[config.mk]
export PLATFORM = sky130hd
export DESIGN_NAME = dsp_iq_stat_accum
export DESIGN_NICKNAME = d
export VERILOG_FILES = /design/src/rtl/dsp_iq_stat_accum.sv
export SDC_FILE = /design/constraint.sdc
export NUM_CORES = 1
export LEC_CHECK = 0
export BUFFER_PORTS_ARGS = -buffer_cell sky130_fd_sc_hd__buf_2
export CAP_MARGIN = 20
export CELL_PAD_IN_SITES_DETAIL_PLACEMENT = 1
export CELL_PAD_IN_SITES_GLOBAL_PLACEMENT = 1
export CORE_MARGIN = 5
export CORE_UTILIZATION = 35
export DETAILED_ROUTE_END_ITERATION = 7
export PLACE_DENSITY_LB_ADDON = 0.1
export SYNTH_ARGS = -nofsm -noshare
export SYNTH_HDL_FRONTEND = slang
export SYNTH_SLANG_ARGS = --single-unit
[constraint.sdc]
create_clock -name clk -period 4.6 [get_ports clk]
set_input_delay 0.92 -clock clk [delete_from_list [all_inputs] [get_ports clk]]
set_output_delay 0.92 -clock clk [all_outputs]
set_load 0.01 [all_outputs]
[src/rtl/dsp_iq_stat_accum.sv]
// Windowed I/Q statistics accumulator: power, signed DC sums and full-scale
// count over a programmable number of accepted samples, two-stage pipeline.
module dsp_iq_stat_accum #(
  parameter int IN_WIDTH  = 7,
  parameter int WIN_WIDTH = 16
) (
  input  logic                                   clk,
  input  logic                                   resetn,
  input  logic signed [IN_WIDTH-1:0]             i_in,
  input  logic signed [IN_WIDTH-1:0]             q_in,
  input  logic                                   valid_in,
  input  logic                                   start,
  input  logic                                   cont,
  input  logic        [WIN_WIDTH-1:0]            win_len,
  output logic                                   busy,
  output logic                                   done,
  output logic        [2*IN_WIDTH+WIN_WIDTH-1:0] pwr_sum,
  output logic signed [IN_WIDTH+WIN_WIDTH-1:0]   sum_i,
  output logic signed [IN_WIDTH+WIN_WIDTH-1:0]   sum_q,
  output logic        [WIN_WIDTH:0]              clip_cnt
);

  localparam int PW = 2*IN_WIDTH + WIN_WIDTH;
  localparam int SW = IN_WIDTH + WIN_WIDTH;
  localparam int CW = WIN_WIDTH + 1;
  localparam int QW = 2*IN_WIDTH;

  localparam logic signed [IN_WIDTH-1:0] CODE_MIN = {1'b1, {(IN_WIDTH-1){1'b0}}};
  localparam logic signed [IN_WIDTH-1:0] CODE_MAX = {1'b0, {(IN_WIDTH-1){1'b1}}};

  typedef enum logic [1:0] {
    IDLE  = 2'd0,
    ACCUM = 2'd1,
    FLUSH = 2'd2
  } state_t;

  function automatic logic is_full_scale(input logic signed [IN_WIDTH-1:0] s);
    return (s == CODE_MIN) || (s == CODE_MAX);
  endfunction

  function automatic logic [QW-1:0] square(input logic signed [IN_WIDTH-1:0] s);
    logic signed [QW-1:0] sx;
    logic signed [QW-1:0] p;
    sx = QW'(s);
    p  = sx * sx;
    return p;
  endfunction

  state_t                     state_q;
  logic                       busy_q;
  logic        [CW-1:0]       cnt_q;
  logic        [CW-1:0]       len_q;

  logic                       s1_vld_q;
  logic                       s1_last_q;
  logic                       s1_clip_q;
  logic        [QW-1:0]       s1_isq_q;
  logic        [QW-1:0]       s1_qsq_q;
  logic signed [IN_WIDTH-1:0] s1_i_q;
  logic signed [IN_WIDTH-1:0] s1_q_q;

  logic        [PW-1:0]       pwr_acc_q,  pwr_acc_d;
  logic signed [SW-1:0]       sumi_acc_q, sumi_acc_d;
  logic signed [SW-1:0]       sumq_acc_q, sumq_acc_d;
  logic        [CW-1:0]       clip_acc_q, clip_acc_d;

  logic                       done_q;
  logic        [PW-1:0]       pwr_res_q;
  logic signed [SW-1:0]       sumi_res_q;
  logic signed [SW-1:0]       sumq_res_q;
  logic        [CW-1:0]       clip_res_q;

  logic        [CW-1:0]       len_sel_s;
  logic        [CW-1:0]       cnt_inc_s;
  logic                       accept_s;
  logic                       last_s;
  logic                       clr_acc_s;
  logic        [PW-1:0]       pwr_tot_s;
  logic signed [SW-1:0]       sumi_tot_s;
  logic signed [SW-1:0]       sumq_tot_s;
  logic        [CW-1:0]       clip_tot_s;

  // Window-length decode and sample-acceptance qualifiers.
  always_comb begin
    len_sel_s = (win_len == {WIN_WIDTH{1'b0}}) ? {1'b1, {WIN_WIDTH{1'b0}}}
                                               : {1'b0, win_len};
    cnt_inc_s = cnt_q + CW'(1'b1);
    accept_s  = (state_q == ACCUM) && valid_in;
    last_s    = accept_s && (cnt_inc_s == len_q);
    clr_acc_s = ((state_q == IDLE) && start) || s1_last_q;
  end

  // Window control FSM; busy is a registered copy of "window in progress".
  always_ff @(posedge clk or negedge resetn) begin
    if (!resetn) begin
      state_q <= IDLE;
      busy_q  <= 1'b0;
      cnt_q   <= {CW{1'b0}};
      len_q   <= {CW{1'b0}};
    end else begin
      case (state_q)
        IDLE: begin
          if (start) begin
            state_q <= ACCUM;
            busy_q  <= 1'b1;
            cnt_q   <= {CW{1'b0}};
            len_q   <= len_sel_s;
          end
        end
        ACCUM: begin
          if (last_s) begin
            if (cont) begin
              cnt_q <= {CW{1'b0}};
              len_q <= len_sel_s;
            end else begin
              state_q <= FLUSH;
            end
          end else if (accept_s) begin
            cnt_q <= cnt_inc_s;
          end
        end
        FLUSH: begin
          state_q <= IDLE;
          busy_q  <= 1'b0;
        end
        default: begin
          state_q <= IDLE;
          busy_q  <= 1'b0;
        end
      endcase
    end
  end

  // Stage 1: per-sample squares, raw samples and full-scale flag.
  always_ff @(posedge clk or negedge resetn) begin
    if (!resetn) begin
      s1_vld_q  <= 1'b0;
      s1_last_q <= 1'b0;
      s1_clip_q <= 1'b0;
      s1_isq_q  <= {QW{1'b0}};
      s1_qsq_q  <= {QW{1'b0}};
      s1_i_q    <= {IN_WIDTH{1'b0}};
      s1_q_q    <= {IN_WIDTH{1'b0}};
    end else begin
      s1_vld_q  <= accept_s;
      s1_last_q <= last_s;
      if (accept_s) begin
        s1_clip_q <= is_full_scale(i_in) || is_full_scale(q_in);
        s1_isq_q  <= square(i_in);
        s1_qsq_q  <= square(q_in);
        s1_i_q    <= i_in;
        s1_q_q    <= q_in;
      end
    end
  end

  // Stage 2: running totals including the stage-1 term; a closing window
  // clears the accumulators so the next window's first term lands on zero.
  always_comb begin
    pwr_tot_s  = pwr_acc_q + PW'(s1_isq_q) + PW'(s1_qsq_q);
    sumi_tot_s = sumi_acc_q + SW'(s1_i_q);
    sumq_tot_s = sumq_acc_q + SW'(s1_q_q);
    clip_tot_s = clip_acc_q + CW'(s1_clip_q);
    pwr_acc_d  = pwr_acc_q;
    sumi_acc_d = sumi_acc_q;
    sumq_acc_d = sumq_acc_q;
    clip_acc_d = clip_acc_q;
    if (clr_acc_s) begin
      pwr_acc_d  = {PW{1'b0}};
      sumi_acc_d = {SW{1'b0}};
      sumq_acc_d = {SW{1'b0}};
      clip_acc_d = {CW{1'b0}};
    end else if (s1_vld_q) begin
      pwr_acc_d  = pwr_tot_s;
      sumi_acc_d = sumi_tot_s;
      sumq_acc_d = sumq_tot_s;
      clip_acc_d = clip_tot_s;
    end else begin
      pwr_acc_d  = pwr_acc_q;
      sumi_acc_d = sumi_acc_q;
      sumq_acc_d = sumq_acc_q;
      clip_acc_d = clip_acc_q;
    end
  end

  // Accumulator and result registers; results only change on done.
  always_ff @(posedge clk or negedge resetn) begin
    if (!resetn) begin
      pwr_acc_q  <= {PW{1'b0}};
      sumi_acc_q <= {SW{1'b0}};
      sumq_acc_q <= {SW{1'b0}};
      clip_acc_q <= {CW{1'b0}};
      done_q     <= 1'b0;
      pwr_res_q  <= {PW{1'b0}};
      sumi_res_q <= {SW{1'b0}};
      sumq_res_q <= {SW{1'b0}};
      clip_res_q <= {CW{1'b0}};
    end else begin
      pwr_acc_q  <= pwr_acc_d;
      sumi_acc_q <= sumi_acc_d;
      sumq_acc_q <= sumq_acc_d;
      clip_acc_q <= clip_acc_d;
      done_q     <= s1_last_q;
      if (s1_last_q) begin
        pwr_res_q  <= pwr_tot_s;
        sumi_res_q <= sumi_tot_s;
        sumq_res_q <= sumq_tot_s;
        clip_res_q <= clip_tot_s;
      end
    end
  end

  assign busy     = busy_q;
  assign done     = done_q;
  assign pwr_sum  = pwr_res_q;
  assign sum_i    = sumi_res_q;
  assign sum_q    = sumq_res_q;
  assign clip_cnt = clip_res_q;

endmodule

==> results.yml <==
status:
  status: "finished, final reports clean"
pwr:
  power.leakage_nw: 10.4
  internal_power_mw: 7.25
  clock_power_share_pct: 20.1
  combPwrFrac_pct: 53.7
  p_switching_mw: 5.39
  power_mw: 12.6
  seqPwrFrac_pct: 26.2
  peakVddDrop_uv: 303
  powerDensity_nw_per_um2: 598
  p_sw_share_pct: 42.6
critical_path:
  critPathBufInv: 3
  worstSetupStartpoint: "i_in[2]"
  startpoint_type: "primary input"
  cpPeakStageDelay_ps: 540
  crit_arrival_ps: 4610
  critPathMaxFanout: 5
  critPathKind: "primary input to flop"
  r2r_cells: 11
  cp_slowest_cell: "fa_1"
  critical-path-top-delay-family: "adder cells"
  critPathRequiredTime_ps: 4980
  r2r_setup_slack_ps: 730
  regToRegStartpoint: "s1_isq_q[2]"
  crit_chain: "buf_2, inv_1, nor2_1, ha_1, xor2_1, fa_1, fa_1, fa_1, inv_1, ha_1, a21oi_1, o21bai_1, a21oi_1, o21bai_1, a21oi_1, xor2_1, o21ai_0"
  worst_r2r_endpoint: "pwr_sum[27]"
  cp-end-kind: "flop"
route:
  drc: 0
  ant_nets: 0
  drt-initial-drc-count: 428
  vias: 14000
  drt-pass1-iter-count: 4
  via_per_inst: 5.05
  wl_per_cell_um: 17.6
  wl_um: 48700
sta:
  setup_ws_ps: 374
  final_hold_viol_count: 0
  maxSlewHeadroom_pct: 27.4
  skew_ps: 32.3
  tightest_slew_ps: 1090
  setup-violations-final: 0
  drv_slew: 0
  timing.final.crit_period_ps: 4230
  period_share_pct: 91.9
  rsz0062_at_grt: "false"
  fmax_mhz: 237
flow_run:
  cap_violations: 0
floorplan:
  rows: 83
  coreArea_um2: 51300
  die_h_um: 238
  start_util_pct: 35.4
  dieArea_um2: 56500
  ioPinCount: 130
  die_w_um: 238
grt:
  grt.overflow.total: 0
  grt_pass1_vias: 15000
  grt_max_degree: 92
  track_usage_pct: 17.3
  grt_pass1_wl_um: 80700
  antenna_found_initial: 0
synth:
  synth_fa_ha_area_share_pct: 16.5
  yosys_warnings: 0
  synth-edff-count: 0
  synth_compound_area_share_pct: 11.8
  synth_xor_area_share_pct: 7.74
  ys.flop_type: "dfrtp_1"
  synth_top_family_by_area: "adder cells"
  synth_area_um2: 18100
  ys_async_sr_fraction_pct: 100
  avgSynthCellArea_um2: 9.57
  synthSimpleGateAreaFrac_pct: 15.5
  synth.area.mux_share_pct: 6.30
  synth_cells: 1895
  ys_ff_latch: 265
  seq_area_frac_synth_pct: 36.6
  ys_types: 71
clocking:
  hold_buffers: 0
  clk_latency_ps: 560
  htree_num_levels: 2
  post_cts_buffers: 0
  cts_resized: 0
  cts_buffers: 34
  clock_sinks: 265
  cts_buffer_depth: 3
  cts-root-buf: "clkbuf_16"
  clkTransAtPathRegs_ps: 50
  cts_tree: "yes"
hold_path:
  hold_path.class: "primary input to asynchronous set/reset pin"
final_layout:
  most-common-layout-cells: "263 x dfrtp_1, 189 x inv_1, 154 x nand2_1"
  final_nets: 2302
  drive_gt1_share_pct: 17.5
  nFillCells: 5917
  diodes: 0
  fin_util_pct: 41.2
  design_area_um2: 21100
  final_common_cell: "dfrtp_1"
  syn_to_final_growth_pct: 16.6
placed_design:
  postPlaceCellArea_um2: 20100
  place_hpwl_um: 36500
  gp_congestion: 0.806
  pre_cts_slack_ps: -229
  portBuffers: 129
==> cell usage after synthesis (16+ instances only) <==
| cell type | number | area share (%) |
|---|---|---|
| a21o_1 | 27 | 1.1 |
| a21oi_1 | 103 | 2.8 |
| and2_1 | 24 | 0.83 |
| and3_1 | 31 | 1.1 |
| clkbuf_1 | 61 | 1.3 |
| dfrtp_1 | 265 | 37 |
| fa_1 | 78 | 8.6 |
| ha_1 | 114 | 7.9 |
| inv_1 | 190 | 3.9 |
| mux2_2 | 46 | 2.9 |
| mux2i_1 | 49 | 2.7 |
| nand2_1 | 155 | 3.2 |
| nand3_1 | 71 | 2.0 |
| nand4_1 | 16 | 0.55 |
| nor2_1 | 132 | 2.7 |
| nor3_1 | 34 | 0.94 |
| o21ai_0 | 83 | 2.3 |
| o21bai_1 | 22 | 0.91 |
| or3_1 | 24 | 0.83 |
| xnor2_1 | 75 | 3.6 |
| xor2_1 | 77 | 3.7 |
==> metrics by stage <==
step,TNS (ps),hold WS [ps],instances
floorplan,0,421,1896
global placement,-520,478,2719
finish,0,396,2777
detailed placement,-1320,483,2719
CTS,0,434,2777
global route,0,472,2777
==> worst max-delay path by stage <==
stage                               to  slack, ps  depth (start not counted)
after CTS                 s1_isq_q[11]        340                         17
after floorplan           s1_isq_q[11]          4                         16
after detailed placement  s1_isq_q[11]       -230                         17
after global routing      s1_isq_q[11]        130                         19
after global placement    s1_qsq_q[13]       -120                         17
final                     s1_isq_q[11]        370                         17
==> cell type report <==
class                   count  area [um^2]  share of cell area [%]
multi-input cells        1364        10500                    49.8
flip-flops and latches    265         6640                    31.4
repair buffers            220         1360                    6.45
clock buffers              51          975                    4.61
well taps                 680          851                    4.02
inverters                 190          713                    3.37
clock inverters             7         82.6                   0.390
==> flip-flops by register name (all words and copies together), names as in the netlist, 6 cells and up <==
signal and count:
s1_isq_q 13, clip_cnt 17, pwr_acc_q 30, s1_qsq_q 13, sum_i 23, len_q 17, cnt_q 17, sum_q 23
pwr_sum 30, sumi_acc_q 23, clip_acc_q 17, s1_q_q 6, s1_i_q 6, sumq_acc_q 23
==> logic make-up after synthesis <==
| logic type | Yosys count |
|---|---|
| simple gates | 568 |
| compound gates | 343 |
| buf+inv | 267 |
| flops | 265 |
| fa+ha+maj | 192 |
| xor+xnor | 155 |
| mux | 104 |
| other cells | 1 |
==> power groups by stage <==
stage / combinational, mW / sequential (mW) / clock, mW
CTS: 6.91 / 3.33 / 2.65
global route: 7.67 / 3.39 / 2.74
global placement: 6.67 / 3.34 / 0
detailed placement: 6.86 / 3.36 / 0
floorplan: 4.92 / 3.18 / 0
finish: 6.78 / 3.32 / 2.54
==> per-layer routing <==
layer  GRT usage, %  vias to the layer above  part of all wire (%)
met5              0                        -                     0
met4           4.08                        0                   1.8
met3           2.29                       52                   2.9
met2           29.7                      135                    48
met1           23.3                     7010                    47
li1               -                     6823                     -
(Power assumes the default switching activity.)
